File: src/rtl/mem_port_arbiter.sv
// rtl/mem_port_arbiter.sv - IF/MA arbiter for the shared memory port; optional MEM_ARB_STARVE_GUARD_EN
module mem_port_arbiter #(
    parameter int ADDR_W       = 24,
    parameter int DATA_W       = 24,
    parameter int STARVE_LIMIT = 4
) (
    input  logic              iw_clk,
    input  logic              iw_rst_n,
    input  logic              iw_if_req,
    input  logic [ADDR_W-1:0] iw_if_addr,
    input  logic              iw_if_flush,
    output logic              ow_if_ack,
    output logic [DATA_W-1:0] ow_if_rdata,
    input  logic              iw_ma_req,
    input  logic              iw_ma_we,
    input  logic [ADDR_W-1:0] iw_ma_addr,
    input  logic [DATA_W-1:0] iw_ma_wdata,
    output logic              ow_ma_ack,
    output logic [DATA_W-1:0] ow_ma_rdata,
    output logic              ow_mem_req,
    output logic              ow_mem_we,
    output logic [ADDR_W-1:0] ow_mem_addr,
    output logic [DATA_W-1:0] ow_mem_wdata,
    input  logic              iw_mem_ack,
    input  logic [DATA_W-1:0] iw_mem_rdata,
    output logic              ow_busy
);

    typedef enum logic {
        S_IDLE = 1'b0,
        S_BUSY = 1'b1
    } state_t;

    localparam logic OWN_IF = 1'b0;
    localparam logic OWN_MA = 1'b1;

    state_t            r_state;
    logic              r_owner;
    logic              r_drop;
    logic              r_mem_req;
    logic              r_mem_we;
    logic [ADDR_W-1:0] r_mem_addr;
    logic [DATA_W-1:0] r_mem_wdata;
    logic              r_busy;

    logic w_if_elig;
    logic w_ma_elig;
    logic w_force_if;
    logic w_grant_ma;
    logic w_grant_if;
    logic w_done;

    // A fetch that is being flushed this very cycle is not worth starting.
    assign w_if_elig = iw_if_req & ~iw_if_flush;
    assign w_ma_elig = iw_ma_req;

`ifdef MEM_ARB_STARVE_GUARD_EN
    logic [2:0] r_starve;

    assign w_force_if = (int'(r_starve) >= STARVE_LIMIT) & w_if_elig & w_ma_elig;

    // Counts MA wins taken while IF was waiting; only grant edges move it.
    always_ff @(posedge iw_clk) begin
        if (!iw_rst_n) begin
            r_starve <= 3'd0;
        end else if (!iw_if_req) begin
            r_starve <= 3'd0;
        end else if (r_state == S_IDLE) begin
            if (w_grant_if) begin
                r_starve <= 3'd0;
            end else if (w_grant_ma && w_if_elig && (r_starve != 3'd7)) begin
                r_starve <= r_starve + 3'd1;
            end
        end
    end
`else
    assign w_force_if = 1'b0;
`endif

    assign w_grant_ma = w_ma_elig & ~w_force_if;
    assign w_grant_if = w_if_elig & ~w_grant_ma;

    always_ff @(posedge iw_clk) begin
        if (!iw_rst_n) begin
            r_state     <= S_IDLE;
            r_owner     <= OWN_IF;
            r_drop      <= 1'b0;
            r_mem_req   <= 1'b0;
            r_mem_we    <= 1'b0;
            r_mem_addr  <= '0;
            r_mem_wdata <= '0;
            r_busy      <= 1'b0;
        end else begin
            case (r_state)
                S_IDLE: begin
                    r_drop <= 1'b0;
                    if (w_grant_ma) begin
                        r_state     <= S_BUSY;
                        r_owner     <= OWN_MA;
                        r_mem_req   <= 1'b1;
                        r_busy      <= 1'b1;
                        r_mem_we    <= iw_ma_we;
                        r_mem_addr  <= iw_ma_addr;
                        r_mem_wdata <= iw_ma_wdata;
                    end else if (w_grant_if) begin
                        r_state     <= S_BUSY;
                        r_owner     <= OWN_IF;
                        r_mem_req   <= 1'b1;
                        r_busy      <= 1'b1;
                        r_mem_we    <= 1'b0;
                        r_mem_addr  <= iw_if_addr;
                        r_mem_wdata <= '0;
                    end
                end
                S_BUSY: begin
                    if (iw_mem_ack) begin
                        r_state   <= S_IDLE;
                        r_mem_req <= 1'b0;
                        r_busy    <= 1'b0;
                        r_drop    <= 1'b0;
                    end else if ((r_owner == OWN_IF) && iw_if_flush) begin
                        r_drop <= 1'b1;
                    end
                end
                default: begin
                    r_state <= S_IDLE;
                end
            endcase
        end
    end

    // Completion is only meaningful while a transaction is actually in flight.
    assign w_done = iw_rst_n & (r_state == S_BUSY) & iw_mem_ack;

    assign ow_if_ack   = w_done & (r_owner == OWN_IF) & ~r_drop & ~iw_if_flush;
    assign ow_ma_ack   = w_done & (r_owner == OWN_MA);
    assign ow_if_rdata = ow_if_ack ? iw_mem_rdata : '0;
    assign ow_ma_rdata = ow_ma_ack ? iw_mem_rdata : '0;

    assign ow_mem_req   = r_mem_req;
    assign ow_mem_we    = r_mem_we;
    assign ow_mem_addr  = r_mem_addr;
    assign ow_mem_wdata = r_mem_wdata;
    assign ow_busy      = r_busy;

endmodule

File: config.mk
export PLATFORM = sky130hd
export DESIGN_NAME = mem_port_arbiter
export DESIGN_NICKNAME = d
export VERILOG_FILES = /design/src/rtl/mem_port_arbiter.sv
export SDC_FILE = /design/constraint.sdc
export NUM_CORES = 1
export LEC_CHECK = 0
export CAP_MARGIN = 10
export CORE_UTILIZATION = 37
export CTS_CLUSTER_DIAMETER = 50
export DETAILED_ROUTE_END_ITERATION = 6
export PLACE_DENSITY = 0.84
export SLEW_MARGIN = 25
export SYNTH_ARGS = -nofsm -noshare
export SYNTH_HDL_FRONTEND = slang
export SYNTH_SLANG_ARGS = --single-unit
File: constraint.sdc
create_clock -name iw_clk -period 3.88 [get_ports iw_clk]
set_clock_uncertainty 0.1 [all_clocks]
set_input_delay 0.97 -clock iw_clk [delete_from_list [all_inputs] [get_ports iw_clk]]
set_output_delay 0.97 -clock iw_clk [all_outputs]
set_load 0.01 [all_outputs]
=== Yosys cells after proc, flatten, opt, wreduce, memory -nomap -nowiden ===
Cells that the tools add are included.

* Flip-flop bits (word level): 53
* Input bits: 103
* Output and inout bits: 101

* Equal/unequal tests: 3
* Mux-type cells: 20
* Bitwise logic cells: 13
* Reduce and logical (&&, ||, !) cells: 4

{| class="wikitable"
|+ Operators by type and width
! cell !! count
|-
| 2-to-1 mux 24 bit || 6
|-
| 2-to-1 mux 1 bit || 11
|-
| bitwise AND 1 bit || 8
|-
| one-hot mux 1 bit (2 select lines) || 3
|-
| NOT 1 bit || 5
|-
| AND reduction 2 bit || 2
|-
| inequality test 3 x 2 -> 1 bit, second input constant || 1
|-
| inequality test 3 bit, second input constant || 1
|-
| inequality test 2 bit, second input constant || 1
|-
| nonzero test 2 bit || 1
|-
| logical AND 1 bit || 1
|}

=== Depth between registers and ports, before layout ===
Gate-level depths: netlist of run 1.

* Word-level depth: 6
* Depth in mapped cells: 6
* Gate-level depth less buffers: 3

=== Worst setup path before layout of run 1 ===
Ideal clock, no wire load.

* Path kind: input-to-output
* Start: input iw_rst_n
* End: output ow_if_rdata[14]
* Arrival time: 1684 ps
* Required time: 2810 ps
* Setup slack: 1126 ps
* Stages: 4
* Cells stage by stage: nand3_2 -> nor4_4 -> buf_2 -> and2_1

* Cells in the longest elaborated chain, start to end: 6

{| class="wikitable"
|+ Ends and longest elaborated chain
! item !! line !! text
|-
| from (decl) || 8 || <nowiki>input logic iw_rst_n,</nowiki>
|-
| bitwise AND 1 bit (2 in a row) || 133 || <nowiki>assign w_done = iw_rst_n & (r_state == S_BUSY) & iw_mem_ack;</nowiki>
|-
| bitwise AND 1 bit (3 in a row) || 135 || <nowiki>assign ow_if_ack = w_done & (r_owner == OWN_IF) & ~r_drop & ~iw_if_flush;</nowiki>
|-
| via ow_if_ack || 12 || <nowiki>output logic ow_if_ack,</nowiki>
|-
| 2-to-1 mux 24 bit || 137 || <nowiki>assign ow_if_rdata = ow_if_ack ? iw_mem_rdata : '0;</nowiki>
|-
| to (decl) || 13 || <nowiki>output logic [DATA_W-1:0] ow_if_rdata,</nowiki>
|}

The timed path passes the listed nets, and every way through them passes these cells.

=== Worst setup path after layout of run 1 ===
* Start: input iw_mem_ack
* End: output ow_if_rdata[9]

* Cells in the longest elaborated chain, start to end: 5

{| class="wikitable"
|+ Ends and longest elaborated chain
! item !! line !! text
|-
| from (decl) || 24 || <nowiki>input logic iw_mem_ack,</nowiki>
|-
| bitwise AND 1 bit || 133 ||
|-
| bitwise AND 1 bit (3 in a row) || 135 ||
|-
| 2-to-1 mux 24 bit || 137 ||
|}

Every way passes these cells.

==> results of run 1 <==
-- cells by family after synthesis --
logic type | count (synthesis) | synth area share (%)
buf+inv | 32 | 5.68
flops | 53 | 38.2
simple gates | 154 | 31.2
compound gates | 33 | 6.58
mux | 48 | 18.4
-- cell usage after synthesis --
| cell | n | share of area (%) |
|---|---|---|
| nand2_1 | 74 | 10 |
| dfxtp_1 | 53 | 38 |
| and2_1 | 48 | 11 |
| o21ai_0 | 26 | 4.7 |
| nand4b_1 | 25 | 7.9 |
| mux2_2 | 24 | 9.7 |
| mux2i_1 | 24 | 8.6 |
| clkbuf_1 | 13 | 1.8 |
| buf_2 | 11 | 2.0 |
| a21boi_0 | 2 | 0.54 |
| buf_4 | 2 | 0.54 |
| buf_6 | 2 | 0.81 |
| inv_1 | 2 | 0.27 |
| a21o_1 | 1 | 0.27 |
| a21oi_1 | 1 | 0.18 |
| a21oi_2 | 1 | 0.32 |
| buf_1 | 1 | 0.14 |
| clkbuf_2 | 1 | 0.18 |
| nand2b_1 | 1 | 0.23 |
| nand2b_4 | 1 | 0.50 |
| nand3_2 | 1 | 0.36 |
| nor2_2 | 1 | 0.23 |
| nor2b_1 | 1 | 0.23 |
| nor3_1 | 1 | 0.18 |
| nor4_4 | 1 | 0.77 |
| o21a_1 | 1 | 0.27 |
| o31a_1 | 1 | 0.32 |
-- sequential cells by signal, indices dropped and copies added, names as in the netlist --
name	flops
r_drop	1
r_owner	1
ow_mem_we	1
r_state	1
ow_busy	1
ow_mem_wdata	24
ow_mem_addr	24
-- how the worst max path moves through the flow --
stage,end,slack [ns],cells after the start
global placement,ow_if_rdata[22],0.19,6
CTS,ow_if_rdata[9],0.11,6
global route,ow_if_rdata[5],0.02,6
detailed placement,ow_if_rdata[9],0.11,6
floorplan,ow_if_rdata[14],1.13,4
finish,ow_if_rdata[9],0.11,6
-- critical path, stage by stage --
cell and delay (ns):
clkdlybuf4s50_1 0.53, nand3_2 0.12, nor4_4 0.21, buf_12 0.19
and2_1 0.15, clkdlybuf4s50_1 0.53
-- stage by stage --
stage	area, um^2	hold slack, ns
floorplan	2780	0.380
global placement	4840	0.343
detailed placement	4840	0.351
CTS	4980	0.367
global route	4980	0.380
finish	4980	0.362
-- layout by cell type (no fill, tap or decap), types with 2 or more instances in the layout --
cell type,instances
inv_1,2
clkdlybuf4s50_1,201
clkbuf_8,5
buf_4,4
bufinv_16,2
buf_12,2
mux2i_1,24
mux2_2,24
a21boi_0,2
dfxtp_1,53
nand4b_1,25
nand2_1,74
buf_2,2
and2_1,48
o21ai_0,26
-- power groups by stage --
stage               clock [uW]  sequential, uW  combinational [uW]
floorplan                    0             637                 136
global placement             0             616                 365
detailed placement           0             619                 371
CTS                        461             606                 373
global route               484             612                 396
finish                     450             606                 369
-- cell type report --
class	instances	share of cell area, %
Multi-Input combinational cell	235	31.3
Clock buffer	5	1.38
Clock inverter	3	1.38
Tap cell	99	2.49
Inverter	2	0.151
Sequential cell	53	21.3
Timing Repair Buffer	209	42.0
-- per-layer routing --
layer  share of wire, %  wire, um  vias up
met1                 39      3400     1344
met2                 51      4520      132
met4                2.3       206        0
li1                   -         -     1449
met5                  0         0        -
met3                7.4       648       16
==> results.toml, run 1 <==
[pwr]
power_frac_seq_pct = 42.5
p_switching_uw = 354
p_leak_uw = 0.00190
p_comb_share_pct = 25.9
p_clk_share_pct = 31.6
internal_power_uw = 1070
p_total_uw = 1430
powerDensity_mw_per_mm2 = 286
ir_drop_v = 0.000190
switching_share_pct = 24.8

[setup_path]
r2r_end = "ow_mem_wdata[11]"
crit_path_start = "iw_mem_ack"
crit_path_start_kind = "input pin"
rrSetupSlack_ns = 2.07
required_ns = 2.81
crit_fanout = 25
reg2reg_depth = 3
worst_setup_path_end_kind = "primary output"
cp.arrival_ns = 2.70
crit_type = "in2out"
r2r-start = "r_state"

[placed_design]
place_ws_ns = 0.111
dpl.cell_count = 598
globalplace.congestion = 0.744
io_buffers = 203
dpl.hpwl_mm = 6.68

[clocking]
clk_pin_slew_worst_paths_ns = 0.10
clock_path_buffers = 2
htree_levels = 2
cts_tree = "yes"
cts_resized = 0
clock_latency_ns = 0.31
cts_root_buffer = "clkbuf_8"
numCtsBuffers = 5
clock_sinks = 53
cts_setup_buffers = 0
postCtsHoldBufs = 0

[min_path]
min_path_type = "reg2reg"
hold_end = "ow_mem_wdata[15]"
min_from = "ow_mem_wdata[15]"
whs_path_depth = 2

[grt]
grt_overflow = 0
antenna_found_initial = 0
grt_use_met1_pct = 24.1
grt_pass1_wl_mm = 13.0
grt_util_met3_pct = 5.60
grt_pass1_vias = 2608
grt_max_degree = 102
busiest_layer = "met2"
grt_usage_pct = 21.5
use_met2_pct = 39.1

[drt]
dr.pass1.iters = 4
drt_iter0_drc = 161
wirelength_mm = 8.77
vias_per_cell = 4.85
vias = 2941
antenna_left = 0
avgRoutedWirePerCell_um = 14.5
drc_errors = 0

[logic_synthesis]
synthesis.nets = 423
synth_cells = 320
ys_types = 27
syn_area_mm2 = 0.00278
yosys_warnings = 0
post_synth.cell_area_avg_um2 = 8.68
ys_seq_area_share_pct = 38.2
synth_seq_cells = 53

[layout]
fin_nets = 609
nFillCells = 578
drive_gt1_share_pct = 8.88
syn2layout_area_growth_pct = 79.3
diodes = 0
regArea_mm2 = 0.00106
layoutNonFillerInstCount = 606
final_util_pct = 68.7
multi_input_area_mm2 = 0.00156

[floorplan]
start_util_pct = 38.3
placeableCoreArea_mm2 = 0.00725
die_w_um = 88.6
row_count = 31
ios = 204
dieArea_mm2 = 0.00786
die_y_um = 88.6

[timing]
finalCritPeriodShare_pct = 97.1
grt_setup_unrepaired = "no"
slew_headroom_pct = 31.1
tns_ns = 0
hold_viol = 0
setup_ws_ns = 0.114
fmax_mhz = 266
report.final.slew_viol_count = 0
tightest_slew_ns = 1.03
setup_viol = 0
fin_crit_ns = 3.77

[job]
maxCapViolations = 0

[run_status]
status = "completed"
Note: power is estimated with default switching activity, not from simulation.
==> inputs of run 2 (changes only) <==
Settings changed: CAP_MARGIN 10 to default, REMOVE_ABC_BUFFERS from default to 1.
==> run 2 against run 1 <==
First-iteration DRC count is 57% lower; maximum frequency is 0.66% higher; flip-flop and latch count stayed put; non-clock buffer count stayed put; hold slack better by 0.00050 ns; combinational power hardly changed; sequential power hardly changed; design area is 1.1% lower; count of clock-buffer cells in the layout stayed put; die area stayed put; clock power is 31% lower; setup slack better by 0.025 ns.
==> results.toml, run 2 (same netlist as run 1, synthesis figures left out) <==
[drt]
drt_iter0_drc = 70
dr.pass1.iters = 4
wirelength_mm = 8.66
vias = 2920
avgRoutedWirePerCell_um = 14.3
vias_per_cell = 4.83
drc_errors = 0
antenna_left = 0

[layout]
layout_commonest_cell = "clkdlybuf4s50_1"
layout_common_cells = "clkdlybuf4s50_1, nand2_1, dfxtp_1"
drive_gt1_share_pct = 8.70
fin_nets = 609
diodes = 0
syn2layout_area_growth_pct = 77.3

[clocking]
cts_tree = "yes"
postCtsHoldBufs = 0
clock_sinks = 53
htree_levels = 2
cts_root_buffer = "clkbuf_8"
clock_latency_ns = 0.29
clk_pin_slew_worst_paths_ns = 0.10
cts_resized = 0
numCtsBuffers = 5
clock_path_buffers = 2
cts_setup_buffers = 0

[pwr]
switching_share_pct = 27.1
internal_power_uw = 937
powerDensity_mw_per_mm2 = 261
p_comb_share_pct = 28.7
p_leak_uw = 0.00187
p_switching_uw = 349
power_frac_seq_pct = 47.1
ir_drop_v = 0.000179
p_clk_share_pct = 24.1

[setup_path]
crit_fanout = 25
worst_setup_path_end_kind = "primary output"
crit_path_top_delay_cell = "clkdlybuf4s50_1"
crit_type = "in2out"
crit_top_cell = "clkdlybuf4s50_1"
critPathBufInv = 3
cp.arrival_ns = 2.67
path_delay_family = "buffers and inverters"
path_cells = "clkdlybuf4s50_1, nand3_2, nor4_4, buf_12, and2_1, clkdlybuf4s50_1"
critical_path.max_stage_delay_ns = 0.55
required_ns = 2.81
crit_path_start_kind = "input pin"

[placed_design]
io_buffers = 203
place_ws_ns = 0.135
globalplace.congestion = 0.780
dpl.hpwl_mm = 6.56

[floorplan]
dieArea_mm2 = 0.00786
die_y_um = 88.6
die_w_um = 88.6
ios = 204
row_count = 31
placeableCoreArea_mm2 = 0.00725
start_util_pct = 38.3

[timing]
report.final.slew_viol_count = 0
fmax_mhz = 267
hold_viol = 0
tns_ns = 0
slew_headroom_pct = 35.4
tightest_slew_ns = 0.969
fin_crit_ns = 3.74
setup_viol = 0
grt_setup_unrepaired = "no"
finalCritPeriodShare_pct = 96.4
setup_ws_ns = 0.139

[run_status]
status = "completed"

[grt]
grt_max_degree = 101
grt_overflow = 0
grt_usage_pct = 20.9
antenna_found_initial = 0
grt_pass1_wl_mm = 12.8
grt_pass1_vias = 2690

[job]
maxCapViolations = 0

[min_path]
min_path_type = "reg2reg"
[run 2: changes by cell type in the layout (fill, tap and decap cells not counted)]
cell	previous run	this run
clkinv_2	0	1
bufinv_16	2	0
[run 2: cell type report]
class | count | area [um^2]
well taps | 99 | 124
inverters | 2 | 7.51
flip-flops and latches | 53 | 1060
repair buffers | 209 | 2090
clock inverters | 2 | 13.8
fillers | 587 | 2330
multi-input cells | 235 | 1560
clock buffers | 5 | 68.8
[run 2: path summary, 6_finish.rpt]
| path | start | cells past startpoint | slack [ns] | to |
|---|---|---|---|---|
| setup reg to reg | r_state | 3 | 2.13 | ow_mem_wdata[13] |
| setup / recovery | iw_mem_ack | 6 | 0.14 | ow_if_rdata[4] |
| hold reg to reg | ow_mem_addr[16] | 2 | 0.36 | ow_mem_addr[16] |
| hold / removal | ow_mem_addr[16] | 2 | 0.36 | ow_mem_addr[16] |
[run 2: tightest hold or removal path, stage by stage (launching register included)]
cell	delay (ns)
dfxtp_1	0.32
nand2_1	0.05
mux2i_1	0.05
[run 2: power groups by stage]
stage	Clock, uW	Combinational [uW]	Sequential [uW]
2_1_floorplan	0	102	640
3_5_place_dp	0	370	619
4_1_cts	320	372	606
5_1_grt	345	397	610
3_3_place_gp	0	364	616
6_report	311	370	606
[run 2: metrics by stage]
stage          utilization, %  hold WS, ns  power (uW)  instance area, um^2  cells
2_1_floorplan               -        0.380         742                 2630    290
3_3_place_gp             66.8        0.342         980                 4840    598
3_5_place_dp             66.8        0.353         989                 4840    598
4_1_cts                  67.9        0.365        1300                 4930    605
5_1_grt                  67.9        0.386        1350                 4930    605
6_report                 67.9        0.363        1290                 4930    605
[run 2: metal layers]
| metal | vias up | share of wire [%] | track usage (%) |
|---|---|---|---|
| li1 | 1443 | - | - |
| met2 | 124 | 50 | 37.2 |
| met1 | 1344 | 38 | 23.4 |
| met3 | 9 | 10 | 8.30 |
| met5 | - | 0 | 0 |
| met4 | 0 | 1.4 | 5.13 |
==> inputs of run 3 (changes only) <==
Settings changed: GPL_TIMING_DRIVEN from default to 0.
==> run 3 against run 2 <==
Maximum frequency is 1.4% lower; register-to-register slack worse by 0.06 ns; power is 8.7% higher; largest power group unchanged; highest routed layer unchanged.
==> results.toml, run 3 (same netlist as run 1, synthesis figures left out) <==
[setup_path]
rrSetupSlack_ns = 2.07
worst_setup_path_end_kind = "primary output"
crit_fanout = 31
crit_top_cell = "buf_6"
cp.arrival_ns = 2.72
r2r-start = "r_state"
path_cells = "buf_6, buf_16, nand3_4, nor4_4, buf_6, and2_1, clkdlybuf4s50_1"
reg2reg_depth = 2
critical_path.max_stage_delay_ns = 0.54
r2r_end = "ow_mem_wdata[14]"
required_ns = 2.81
crit_type = "in2out"
crit_path_top_delay_cell = "clkdlybuf4s50_1"
crit_path_start_kind = "input pin"

[drt]
vias = 2990
drt_iter0_drc = 125
avgRoutedWirePerCell_um = 14.9
vias_per_cell = 4.92
antenna_left = 0
drc_errors = 0
dr.pass1.iters = 4
wirelength_mm = 9.05

[clocking]
postCtsHoldBufs = 0
numCtsBuffers = 5
clock_path_buffers = 2
htree_levels = 2
cts_tree = "yes"
clk_pin_slew_worst_paths_ns = 0.10
cts_root_buffer = "clkbuf_8"
clock_latency_ns = 0.30
clock_sinks = 53

[timing]
slew_headroom_pct = 34.2
fin_crit_ns = 3.79
report.final.slew_viol_count = 0
tightest_slew_ns = 0.987
hold_viol = 0
fmax_mhz = 264
hold_slack_ns = 0.361
finalCritPeriodShare_pct = 97.8
setup_viol = 0
tns_ns = 0

[grt]
grt_overflow = 0
grt_usage_pct = 22.3
antenna_found_initial = 0
grt_max_degree = 38
grt_pass1_wl_mm = 13.6
grt_pass1_vias = 2737

[pwr]
powerDensity_mw_per_mm2 = 275
ir_drop_v = 0.000193
p_total_uw = 1400
p_leak_uw = 0.00193

[layout]
layout_common_cells = "clkdlybuf4s50_1, nand2_1, dfxtp_1"
multi_input_area_mm2 = 0.00159
diodes = 0
final_util_pct = 70.0
nFillCells = 568
regArea_mm2 = 0.00106
syn2layout_area_growth_pct = 82.8
layoutNonFillerInstCount = 608
fin_nets = 611
layout_commonest_cell = "clkdlybuf4s50_1"
drive_gt1_share_pct = 9.63

[floorplan]
placeableCoreArea_mm2 = 0.00725
ios = 204
start_util_pct = 38.3
die_w_um = 88.6
dieArea_mm2 = 0.00786
row_count = 31
die_y_um = 88.6

[placed_design]
dpl.cell_count = 594
dpl.hpwl_mm = 6.51
globalplace.congestion = 0.767
io_buffers = 203

[job]
maxCapViolations = 0

[min_path]
hold_end = "ow_mem_wdata[2]"
min_from = "ow_mem_wdata[2]"
whs_path_depth = 2
min_path_type = "reg2reg"

[run_status]
status = "completed"
## run 3: worst max path at each step
stage	endpoint	from	depth (start not counted)	slack, ns
floorplan	ow_if_rdata[0]	iw_rst_n	3	0.94
global placement	ow_if_rdata[18]	iw_rst_n	5	-2.71
detailed placement	ow_if_rdata[11]	iw_rst_n	6	-0.45
CTS	ow_if_rdata[11]	iw_rst_n	7	0.05
global route	ow_ma_rdata[4]	iw_rst_n	6	-0.003
finish	ow_if_rdata[23]	iw_rst_n	7	0.09
## run 3: layout make-up
type                       instances  share of cell area, %
clock buffer                       6                   1.63
clock inverter                     2                  0.813
inverter                           2                  0.148
multi-input combinational        236                   31.4
sequential                        53                   20.9
tap                               99                   2.44
timing repair buffer             210                   42.7
## run 3: layer usage
metal	up-vias	global-route usage [%]	wire [um]
li1	1458	-	-
met1	1392	25.8	3520
met2	130	39.0	4620
met3	10	7.93	762
met4	0	6.01	149
met5	-	0	0
## run 3: per-stage QoR
step / setup slack (ns) / cell area [um^2]
floorplan: 0.944 / 2630
global placement: -2.71 / 4780
detailed placement: -0.448 / 4830
CTS: 0.0543 / 5050
global route: -0.00271 / 5080
finish: 0.0870 / 5080
## run 3: what timing repair did
item / in CTS / in global routing
buffers inserted: 3 / 0
gates resized for setup: 6 / 1
pin swaps: 2 / 0
gates cloned: 2 / 1
endpoints found under the setup margin: 50 / 37
endpoints found under the hold margin: 0 / 0
## run 3: where the power goes
part	leakage (uW)	internal [uW]	switching, uW
Sequential	0.000436	585	29.5
Clock	0.0000633	215	192
Combinational	0.00143	236	140
Total	0.00193	1040	362
## run 3: critical path, delay by kind of cell
family / cells / cell delay [ns]
and+or+nand+nor: 3 / 0.60
buffers and inverters: 4 / 1.14
